**src/rtl/vx_rop_dcr_bank_if.sv**
```systemverilog
// DCR write bus between the command processor and the ROP configuration bank.
interface vx_rop_dcr_bank_if #(
  parameter int DCR_ADDR_BITS = 12
);
  logic                     dcr_wr_valid;
  logic                     dcr_wr_ready;
  logic [DCR_ADDR_BITS-1:0] dcr_wr_addr;
  logic [31:0]              dcr_wr_data;

  modport master (
    output dcr_wr_valid,
    output dcr_wr_addr,
    output dcr_wr_data,
    input  dcr_wr_ready
  );

  modport slave (
    input  dcr_wr_valid,
    input  dcr_wr_addr,
    input  dcr_wr_data,
    output dcr_wr_ready
  );
endinterface

```
**src/rtl/vx_rop_dcr_bank.sv**
```systemverilog
// ROP render-target / depth-buffer configuration bank.
// DCR writes land in a shadow copy; a COMMIT waits for the pipeline to drain
// and then copies the whole shadow into the active state in one edge.
//
// state      | meaning
// -----------+----------------------------------------------------------
// ST_IDLE    | accepting DCR writes into the shadow
// ST_PENDING | commit accepted, writes stalled, waiting for pipe_idle
// ST_APPLY   | commit_done high, shadow copied to active at end of cycle
module vx_rop_dcr_bank #(
  parameter  int NUM_RT        = 4,
  parameter  int DCR_ADDR_BITS = 12,
  parameter  int BASE_ADDR     = 'h100,
  localparam int RT_BITS       = (NUM_RT > 1) ? $clog2(NUM_RT) : 1
) (
  input  logic               clk,
  input  logic               reset,
  vx_rop_dcr_bank_if.slave   dcr,
  input  logic               pipe_idle,
  input  logic [RT_BITS-1:0] rd_rt_idx,
  output logic [31:0]        rd_cbuf_addr,
  output logic [31:0]        rd_cbuf_pitch,
  output logic [3:0]         rd_cbuf_writemask,
  output logic [31:0]        zbuf_addr,
  output logic [31:0]        zbuf_pitch,
  output logic               commit_pending,
  output logic               commit_done,
  output logic [7:0]         state_version
);

  typedef enum logic [1:0] {ST_IDLE, ST_PENDING, ST_APPLY} state_t;

  localparam logic [DCR_ADDR_BITS-1:0] BASE     = DCR_ADDR_BITS'(BASE_ADDR);
  localparam logic [DCR_ADDR_BITS-1:0] NUM_OFFS = DCR_ADDR_BITS'(7);

  state_t             state;
  logic               ready_q;
  logic [RT_BITS-1:0] rt_sel;

  logic [31:0] sh_cbuf_addr  [NUM_RT];
  logic [31:0] sh_cbuf_pitch [NUM_RT];
  logic [3:0]  sh_cbuf_wmask [NUM_RT];
  logic [31:0] sh_zbuf_addr;
  logic [31:0] sh_zbuf_pitch;

  logic [31:0] act_cbuf_addr  [NUM_RT];
  logic [31:0] act_cbuf_pitch [NUM_RT];
  logic [3:0]  act_cbuf_wmask [NUM_RT];
  logic [31:0] act_zbuf_addr;
  logic [31:0] act_zbuf_pitch;

  logic                     wr_fire;
  logic                     wr_mapped;
  logic [DCR_ADDR_BITS-1:0] wr_off;
  logic                     rd_valid;

  assign dcr.dcr_wr_ready = ready_q;

  // Address decode; anything below BASE or past the COMMIT offset is ignored.
  always_comb begin
    wr_fire   = dcr.dcr_wr_valid & ready_q;
    wr_off    = dcr.dcr_wr_addr - BASE;
    wr_mapped = wr_fire && (dcr.dcr_wr_addr >= BASE) && (wr_off < NUM_OFFS);
  end

  // Commit sequencer with registered handshake/status outputs.
  always_ff @(posedge clk or posedge reset) begin
    if (reset) begin
      state          <= ST_IDLE;
      ready_q        <= 1'b1;
      commit_pending <= 1'b0;
      commit_done    <= 1'b0;
      state_version  <= 8'd0;
    end else begin
      case (state)
        ST_IDLE: begin
          if (wr_mapped && wr_off == DCR_ADDR_BITS'(6)) begin
            state          <= ST_PENDING;
            ready_q        <= 1'b0;
            commit_pending <= 1'b1;
          end
        end
        ST_PENDING: begin
          if (pipe_idle) begin
            state       <= ST_APPLY;
            commit_done <= 1'b1;
          end
        end
        ST_APPLY: begin
          state          <= ST_IDLE;
          ready_q        <= 1'b1;
          commit_pending <= 1'b0;
          commit_done    <= 1'b0;
          state_version  <= state_version + 8'd1;
        end
        default: begin
          state          <= ST_IDLE;
          ready_q        <= 1'b1;
          commit_pending <= 1'b0;
          commit_done    <= 1'b0;
        end
      endcase
    end
  end

  // Shadow register file; per-RT registers follow the current RT_SEL.
  always_ff @(posedge clk or posedge reset) begin
    if (reset) begin
      rt_sel        <= '0;
      sh_zbuf_addr  <= '0;
      sh_zbuf_pitch <= '0;
      for (int i = 0; i < NUM_RT; i++) begin
        sh_cbuf_addr[i]  <= '0;
        sh_cbuf_pitch[i] <= '0;
        sh_cbuf_wmask[i] <= 4'hF;
      end
    end else if (wr_mapped) begin
      case (wr_off)
        DCR_ADDR_BITS'(0): if (dcr.dcr_wr_data < 32'(NUM_RT)) rt_sel <= dcr.dcr_wr_data[RT_BITS-1:0];
        DCR_ADDR_BITS'(1): sh_cbuf_addr[rt_sel]  <= dcr.dcr_wr_data;
        DCR_ADDR_BITS'(2): sh_cbuf_pitch[rt_sel] <= dcr.dcr_wr_data;
        DCR_ADDR_BITS'(3): sh_cbuf_wmask[rt_sel] <= dcr.dcr_wr_data[3:0];
        DCR_ADDR_BITS'(4): sh_zbuf_addr          <= dcr.dcr_wr_data;
        DCR_ADDR_BITS'(5): sh_zbuf_pitch         <= dcr.dcr_wr_data;
        default: ;
      endcase
    end
  end

  // Active state: whole shadow copied at the edge that ends APPLY.
  always_ff @(posedge clk or posedge reset) begin
    if (reset) begin
      act_zbuf_addr  <= '0;
      act_zbuf_pitch <= '0;
      for (int i = 0; i < NUM_RT; i++) begin
        act_cbuf_addr[i]  <= '0;
        act_cbuf_pitch[i] <= '0;
        act_cbuf_wmask[i] <= 4'hF;
      end
    end else if (state == ST_APPLY) begin
      act_zbuf_addr  <= sh_zbuf_addr;
      act_zbuf_pitch <= sh_zbuf_pitch;
      for (int i = 0; i < NUM_RT; i++) begin
        act_cbuf_addr[i]  <= sh_cbuf_addr[i];
        act_cbuf_pitch[i] <= sh_cbuf_pitch[i];
        act_cbuf_wmask[i] <= sh_cbuf_wmask[i];
      end
    end
  end

  assign rd_valid   = (int'(rd_rt_idx) < NUM_RT);
  assign zbuf_addr  = act_zbuf_addr;
  assign zbuf_pitch = act_zbuf_pitch;

  // Read port; an out-of-range render target reads as all zero.
  always_comb begin
    rd_cbuf_addr      = '0;
    rd_cbuf_pitch     = '0;
    rd_cbuf_writemask = '0;
    if (rd_valid) begin
      rd_cbuf_addr      = act_cbuf_addr[rd_rt_idx];
      rd_cbuf_pitch     = act_cbuf_pitch[rd_rt_idx];
      rd_cbuf_writemask = act_cbuf_wmask[rd_rt_idx];
    end
  end

endmodule

```
**src/flat_wrapper.sv**
```systemverilog
// flat-port wrapper written by rule: the top's interface ports become plain ports
module vx_rop_dcr_bank_flat 
#(
  parameter  int NUM_RT        = 4,
  parameter  int DCR_ADDR_BITS = 12,
  parameter  int BASE_ADDR     = 'h100,
  localparam int RT_BITS       = (NUM_RT > 1) ? $clog2(NUM_RT) : 1
)
  (clk, reset, pipe_idle, rd_rt_idx, rd_cbuf_addr, rd_cbuf_pitch, rd_cbuf_writemask, zbuf_addr, zbuf_pitch, commit_pending, commit_done, state_version, dcr_dcr_wr_valid, dcr_dcr_wr_addr, dcr_dcr_wr_data, dcr_dcr_wr_ready);
  vx_rop_dcr_bank_if #(.DCR_ADDR_BITS(DCR_ADDR_BITS)) dcr_i ();
  input  logic clk;
  input  logic reset;
  input  logic pipe_idle;
  input  logic [RT_BITS-1:0] rd_rt_idx;
  output logic [31:0] rd_cbuf_addr;
  output logic [31:0] rd_cbuf_pitch;
  output logic [3:0] rd_cbuf_writemask;
  output logic [31:0] zbuf_addr;
  output logic [31:0] zbuf_pitch;
  output logic commit_pending;
  output logic commit_done;
  output logic [7:0] state_version;
  input wire logic [$bits(dcr_i.dcr_wr_valid)-1:0] dcr_dcr_wr_valid;
  input wire logic [$bits(dcr_i.dcr_wr_addr)-1:0] dcr_dcr_wr_addr;
  input wire logic [$bits(dcr_i.dcr_wr_data)-1:0] dcr_dcr_wr_data;
  output wire logic [$bits(dcr_i.dcr_wr_ready)-1:0] dcr_dcr_wr_ready;
  assign dcr_i.dcr_wr_valid = dcr_dcr_wr_valid;
  assign dcr_i.dcr_wr_addr = dcr_dcr_wr_addr;
  assign dcr_i.dcr_wr_data = dcr_dcr_wr_data;
  assign dcr_dcr_wr_ready = dcr_i.dcr_wr_ready;
  vx_rop_dcr_bank #(.NUM_RT(NUM_RT), .DCR_ADDR_BITS(DCR_ADDR_BITS), .BASE_ADDR(BASE_ADDR)) u_core (.clk(clk), .reset(reset), .dcr(dcr_i), .pipe_idle(pipe_idle), .rd_rt_idx(rd_rt_idx), .rd_cbuf_addr(rd_cbuf_addr), .rd_cbuf_pitch(rd_cbuf_pitch), .rd_cbuf_writemask(rd_cbuf_writemask), .zbuf_addr(zbuf_addr), .zbuf_pitch(zbuf_pitch), .commit_pending(commit_pending), .commit_done(commit_done), .state_version(state_version));
endmodule
```
**config.mk**
```make
export PLATFORM = sky130hd
export DESIGN_NAME = vx_rop_dcr_bank_flat
export DESIGN_NICKNAME = d
export VERILOG_FILES = /design/src/rtl/vx_rop_dcr_bank_if.sv /design/src/rtl/vx_rop_dcr_bank.sv /design/src/flat_wrapper.sv
export SDC_FILE = /design/constraint.sdc
export NUM_CORES = 1
export LEC_CHECK = 0
export ABC_AREA = 1
export CAP_MARGIN = 20
export CORE_MARGIN = 2
export CORE_UTILIZATION = 52
export CTS_CLUSTER_SIZE = 20
export DETAILED_ROUTE_END_ITERATION = 12
export GPL_TIMING_DRIVEN = 0
export PLACE_DENSITY = 0.69
export SYNTH_ARGS = -nofsm -noshare
export SYNTH_HDL_FRONTEND = slang
export SYNTH_SLANG_ARGS = --single-unit
```
**constraint.sdc**
```tcl
create_clock -name clk -period 56.1 [get_ports clk]
set_clock_uncertainty 0.05 [all_clocks]
set_input_delay 8.415 -clock clk [delete_from_list [all_inputs] [get_ports clk]]
set_output_delay 8.415 -clock clk [all_outputs]
set_load 0.1 [all_outputs]
```
==> metrics.csv <==
stage,metric,value,unit
setup_path,endpoint_of_the_lowest_slack_register_to_register_path,u_core.act_cbuf_pitch[95],
synthesis,synth_nets,3489,
synthesis,yosys.cell_count.top_type,sky130_fd_sc_hd__nand2_1,
status,outcome,"finished, final reports clean",
floorplan,die_area,57800,sq um
synthesis,number_of_warnings_printed_during_yosys_synthesis,0,
setup_path,r2r_cells,7,
place,io_buffer_count,164,
final_layout,fill_cells,4866,
clocking,cts_setup_buffers,0,
min_path,whs_path_depth,2,
setup_path,critical-path-top-delay-family,buffers and inverters,
floorplan,floorplan.initialDensity,52.7,%
grt,grt_busiest_layer,met2,
setup_path,cp_cell_instances,clkdlybuf4s50_1 -> clkbuf_1 -> clkbuf_1 -> clkbuf_1 -> nor2_1 -> o22ai_1 -> clkdlybuf4s50_1,
setup_path,crit_arrival,12.55,ns
clocking,tritoncts_num_sinks,687,
clocking,max-clock-path-buffers,3,
grt,grtUsageTotal,33.7,%
route,ant_nets,0,
grt,grt_start_max_net_pins,128,
min_path,timing.hold.worst.start,u_core.sh_cbuf_wmask[9],
sta,slew_headroom,24.6,%
floorplan,die_width,241,um
min_path,min-delay-path-class,flop to flop,
clocking,cts-resized-gates,0,
synthesis,synthFlopType,sky130_fd_sc_hd__dfrtp_1,
route,routed_wl,95.1,mm
sta,worstMarginPinSlew,1.13,ns
place,final_weighted_congestion_in_routability_driven_placement,0.900,
synthesis,synth-seq-area-share,59.2,%
clocking,h_tree_levels,3,
grt,groute.layer.met1.usage,45.4,%
sta,finalHoldViolations,0,
setup_path,crit_path_top_delay_cell,sky130_fd_sc_hd__clkdlybuf4s50_1,
setup_path,timing.critical_path.from_type,input pin,
synthesis,synth_common_cells,"sky130_fd_sc_hd__nand2_1 (1654), sky130_fd_sc_hd__dfrtp_1 (654), sky130_fd_sc_hd__nand4_1 (282)",
clocking,clkTransAtPathRegs,0.06,ns
min_path,whs_endpoint,u_core.act_cbuf_wmask[9],
synthesis,synthesis.instances,3438,
setup_path,reg_to_reg_startpoint,u_core.state[1],
clocking,clock_insertion_delay_worst_skew,0.62,ns
sta,fin_tns_setup,0,ns
route,post_drt_wl_per_cell,21.1,um
grt,number_of_global_route_vias_before_repair,24600,
floorplan,core,55200,sq um
pwr,max-vdd-ir-drop,0.0212,mV
synthesis,netlist_area_before_placement,29100,sq um
sta,fmaxAchievable,47.6,MHz
synthesis,syn_avg_cell_area,8.46,sq um
floorplan,die-height,241,um
grt,grt_remaining_overflow,0,
route,dr_total_vias,25300,
grt,grt_antenna_before_repair,4,
setup_path,r2r_setup_slack,53.27,ns
place,place_ws,35.16,ns
route,drt-vias-per-instance,5.62,
setup_path,critical_path_class,input pin to output port,
setup_path,delay_of_the_slowest_cell_on_the_worst_path,1.21,ns
route,post-route-drc-count,0,
final_layout,utilization,62.4,%
setup_path,critPathMostFrequentCell,sky130_fd_sc_hd__clkbuf_1,
setup_path,critPathMaxFanout,10,
sta,layout_worst_path_cycle_share,37.5,%
flow_run,maxCapViolations,0,
final_layout,final_layout_size_suffix_gt1_share,7.89,%
route,detailedRoute.firstIterationViolations,2690,
pwr,power.leakage,0.0183,uW
setup_path,setup.worst_path.end_class,output port,
pwr,p_per_area,31.1,nW/um^2
floorplan,std_cell_rows,86,
sta,final_max_slew_viol_count,0,
synthesis,ys_top_cells_by_area,"sky130_fd_sc_hd__dfrtp_1 (56%), sky130_fd_sc_hd__nand2_1 (21%), sky130_fd_sc_hd__nand4_1 (6.1%), sky130_fd_sc_hd__o21ai_0 (3.4%), sky130_fd_sc_hd__dfstp_2 (3.0%)",
grt,global_route.usage.met2,52.4,%
clocking,cts_made_buffers,72,
clocking,tritoncts_clock_tree,built,
sta,unrepaired_setup_endpoints_after_global_routing,no,
sta,final.min_clock_period,21.01,ns
clocking,cts_root_buffer,sky130_fd_sc_hd__clkbuf_16,
final_layout,finish.net_count,3743,
sta,setup_viol_count_final,0,
setup_path,cp.required,47.63,ns
sta,final_critical_path_setup_slack,35.09,ns
synthesis,synth_edf_count,0,
grt,grt_use_met3,5.49,%
synthesis,yosysTopAreaCell,sky130_fd_sc_hd__dfrtp_1,
setup_path,worst-path-buf-inv,5,
route,first_pass_iters,5,
synthesis,async_reset_ff_share,100,%
clocking,cts_hold_buf,0,
synthesis,postSynthRegisterBits,687,
final_layout,area.growth.synth_to_final,18.3,%
synthesis,yosysUniqueCellTypes,27,
place,place_hpwl,65.7,mm
floorplan,design.portCount,193,
grt,grt_pass1_wl,146,mm
synthesis,synth_top_area_share,56.3,%
==> stage by stage <==
step | hold slack (ns) | area, sq um | std cells | power [uW]
floorplan | 0.387 | 29100 | 3438 | 557
global placement | 0.398 | 31700 | 4350 | 585
detailed placement | 0.403 | 31900 | 4363 | 586
CTS | 0.412 | 34400 | 4495 | 1070
global route | 0.434 | 34400 | 4499 | 1100
finish | 0.412 | 34400 | 4499 | 1070
==> metal layers <==
metal / vias to the layer above / routed length [um] / share of wire, %
li1: 11600 / - / -
met1: 12300 / 39200 / 41
met2: 1079 / 43400 / 46
met3: 269 / 7220 / 7.6
met4: 6 / 5280 / 5.6
met5: - / 50 / 0.053
==> worst min-delay path: cells and delay by family, from the launching register on <==
kind | cells | cell delay [ns]
flops | 1 | 0.37
simple gates | 2 | 0.10
==> final cells by class <==
class / count / area, sq um / share of cell area, %
antenna: 1 / 2.50 / 0.00727
buffer: 275 / 1220 / 3.56
clock buffer: 110 / 2240 / 6.50
clock inverter: 22 / 201 / 0.585
inverter: 62 / 240 / 0.698
multi-input combinational: 2414 / 10400 / 30.2
sequential: 687 / 17200 / 50.1
tap: 748 / 936 / 2.72
timing repair buffer: 180 / 1950 / 5.65
==> state kept, by name (all words and copies together), names as in the netlist <==
signal / cells
u_core.sh_cbuf_pitch: 128
u_core.act_cbuf_pitch: 128
u_core.sh_zbuf_pitch: 32
u_core.act_cbuf_wmask: 16
u_core.sh_zbuf_addr: 32
u_core.zbuf_addr: 32
u_core.sh_cbuf_addr: 128
u_core.dcr.dcr_wr_ready: 1
u_core.state_version: 8
u_core.commit_pending: 1
u_core.act_cbuf_addr: 128
u_core.rt_sel: 2
u_core.zbuf_pitch: 32
u_core.sh_cbuf_wmask: 16
u_core.state: 2
u_core.commit_done: 1
==> worst max path at each step <==
stage / startpoint / endpoint / slack (ns) / depth (start not counted)
3_5_place_dp: rd_rt_idx[0] / rd_cbuf_pitch[29] / 35.16 / 7
6_report: rd_rt_idx[0] / rd_cbuf_pitch[29] / 35.09 / 7
3_3_place_gp: reset / u_core.sh_cbuf_pitch[110] / 20.34 / 2
5_1_grt: rd_rt_idx[0] / rd_cbuf_pitch[29] / 35.05 / 7
4_1_cts: rd_rt_idx[0] / rd_cbuf_pitch[29] / 35.15 / 7
2_1_floorplan: reset / u_core.act_cbuf_addr[0] / 28.43 / 1
==> kinds of logic (layout without fill, tap and decap cells) <==
kind of cell | after synthesis | after routing | share of synthesized area [%]
AO/OA/AOI/OAI | 270 | 270 | 4.94
adder cells (fa/ha/maj) | 1 | 1 | 0.0430
flip-flops | 687 | 687 | 59.2
AND/OR/NAND/NOR | 2136 | 2136 | 30.5
buffers and inverters | 337 | 649 | 5.01
XOR/XNOR | 7 | 7 | 0.211
other | 0 | 1 | 0
==> cells in the final DEF (no fill, tap or decap), types with 5 or more instances in the layout <==
| cell type | Yosys | layout |
|---|---|---|
| sky130_fd_sc_hd__nand2_1 | 1654 | 1654 |
| sky130_fd_sc_hd__nor2_2 | 6 | 6 |
| sky130_fd_sc_hd__buf_2 | 97 | 97 |
| sky130_fd_sc_hd__inv_1 | 58 | 57 |
| sky130_fd_sc_hd__buf_6 | 9 | 12 |
| sky130_fd_sc_hd__nand3_1 | 12 | 12 |
| sky130_fd_sc_hd__nand4_1 | 282 | 282 |
| sky130_fd_sc_hd__o22ai_1 | 68 | 68 |
| sky130_fd_sc_hd__clkbuf_1 | 165 | 177 |
| sky130_fd_sc_hd__dfstp_2 | 33 | 33 |
| sky130_fd_sc_hd__dfrtp_1 | 654 | 654 |
| sky130_fd_sc_hd__nand4_4 | 5 | 5 |
| sky130_fd_sc_hd__clkdlybuf4s50_1 | 0 | 164 |
| sky130_fd_sc_hd__clkinv_2 | 0 | 14 |
| sky130_fd_sc_hd__o21ai_0 | 198 | 198 |
| sky130_fd_sc_hd__clkbuf_16 | 0 | 75 |
| sky130_fd_sc_hd__nor2_1 | 168 | 168 |
| sky130_fd_sc_hd__buf_8 | 0 | 7 |
| sky130_fd_sc_hd__buf_16 | 0 | 6 |
| sky130_fd_sc_hd__clkbuf_8 | 0 | 23 |
==> report_power, final <==
| part | leakage, uW | total (uW) | internal [uW] | switching [uW] |
|---|---|---|---|---|
| Combinational | 0.00762 | 81.7 | 15.2 | 66.5 |
| Clock | 0.00121 | 493 | 289 | 203 |
| Sequential | 0.00948 | 497 | 496 | 0.439 |
No activity file was read; power rests on OpenSTA's default activity.
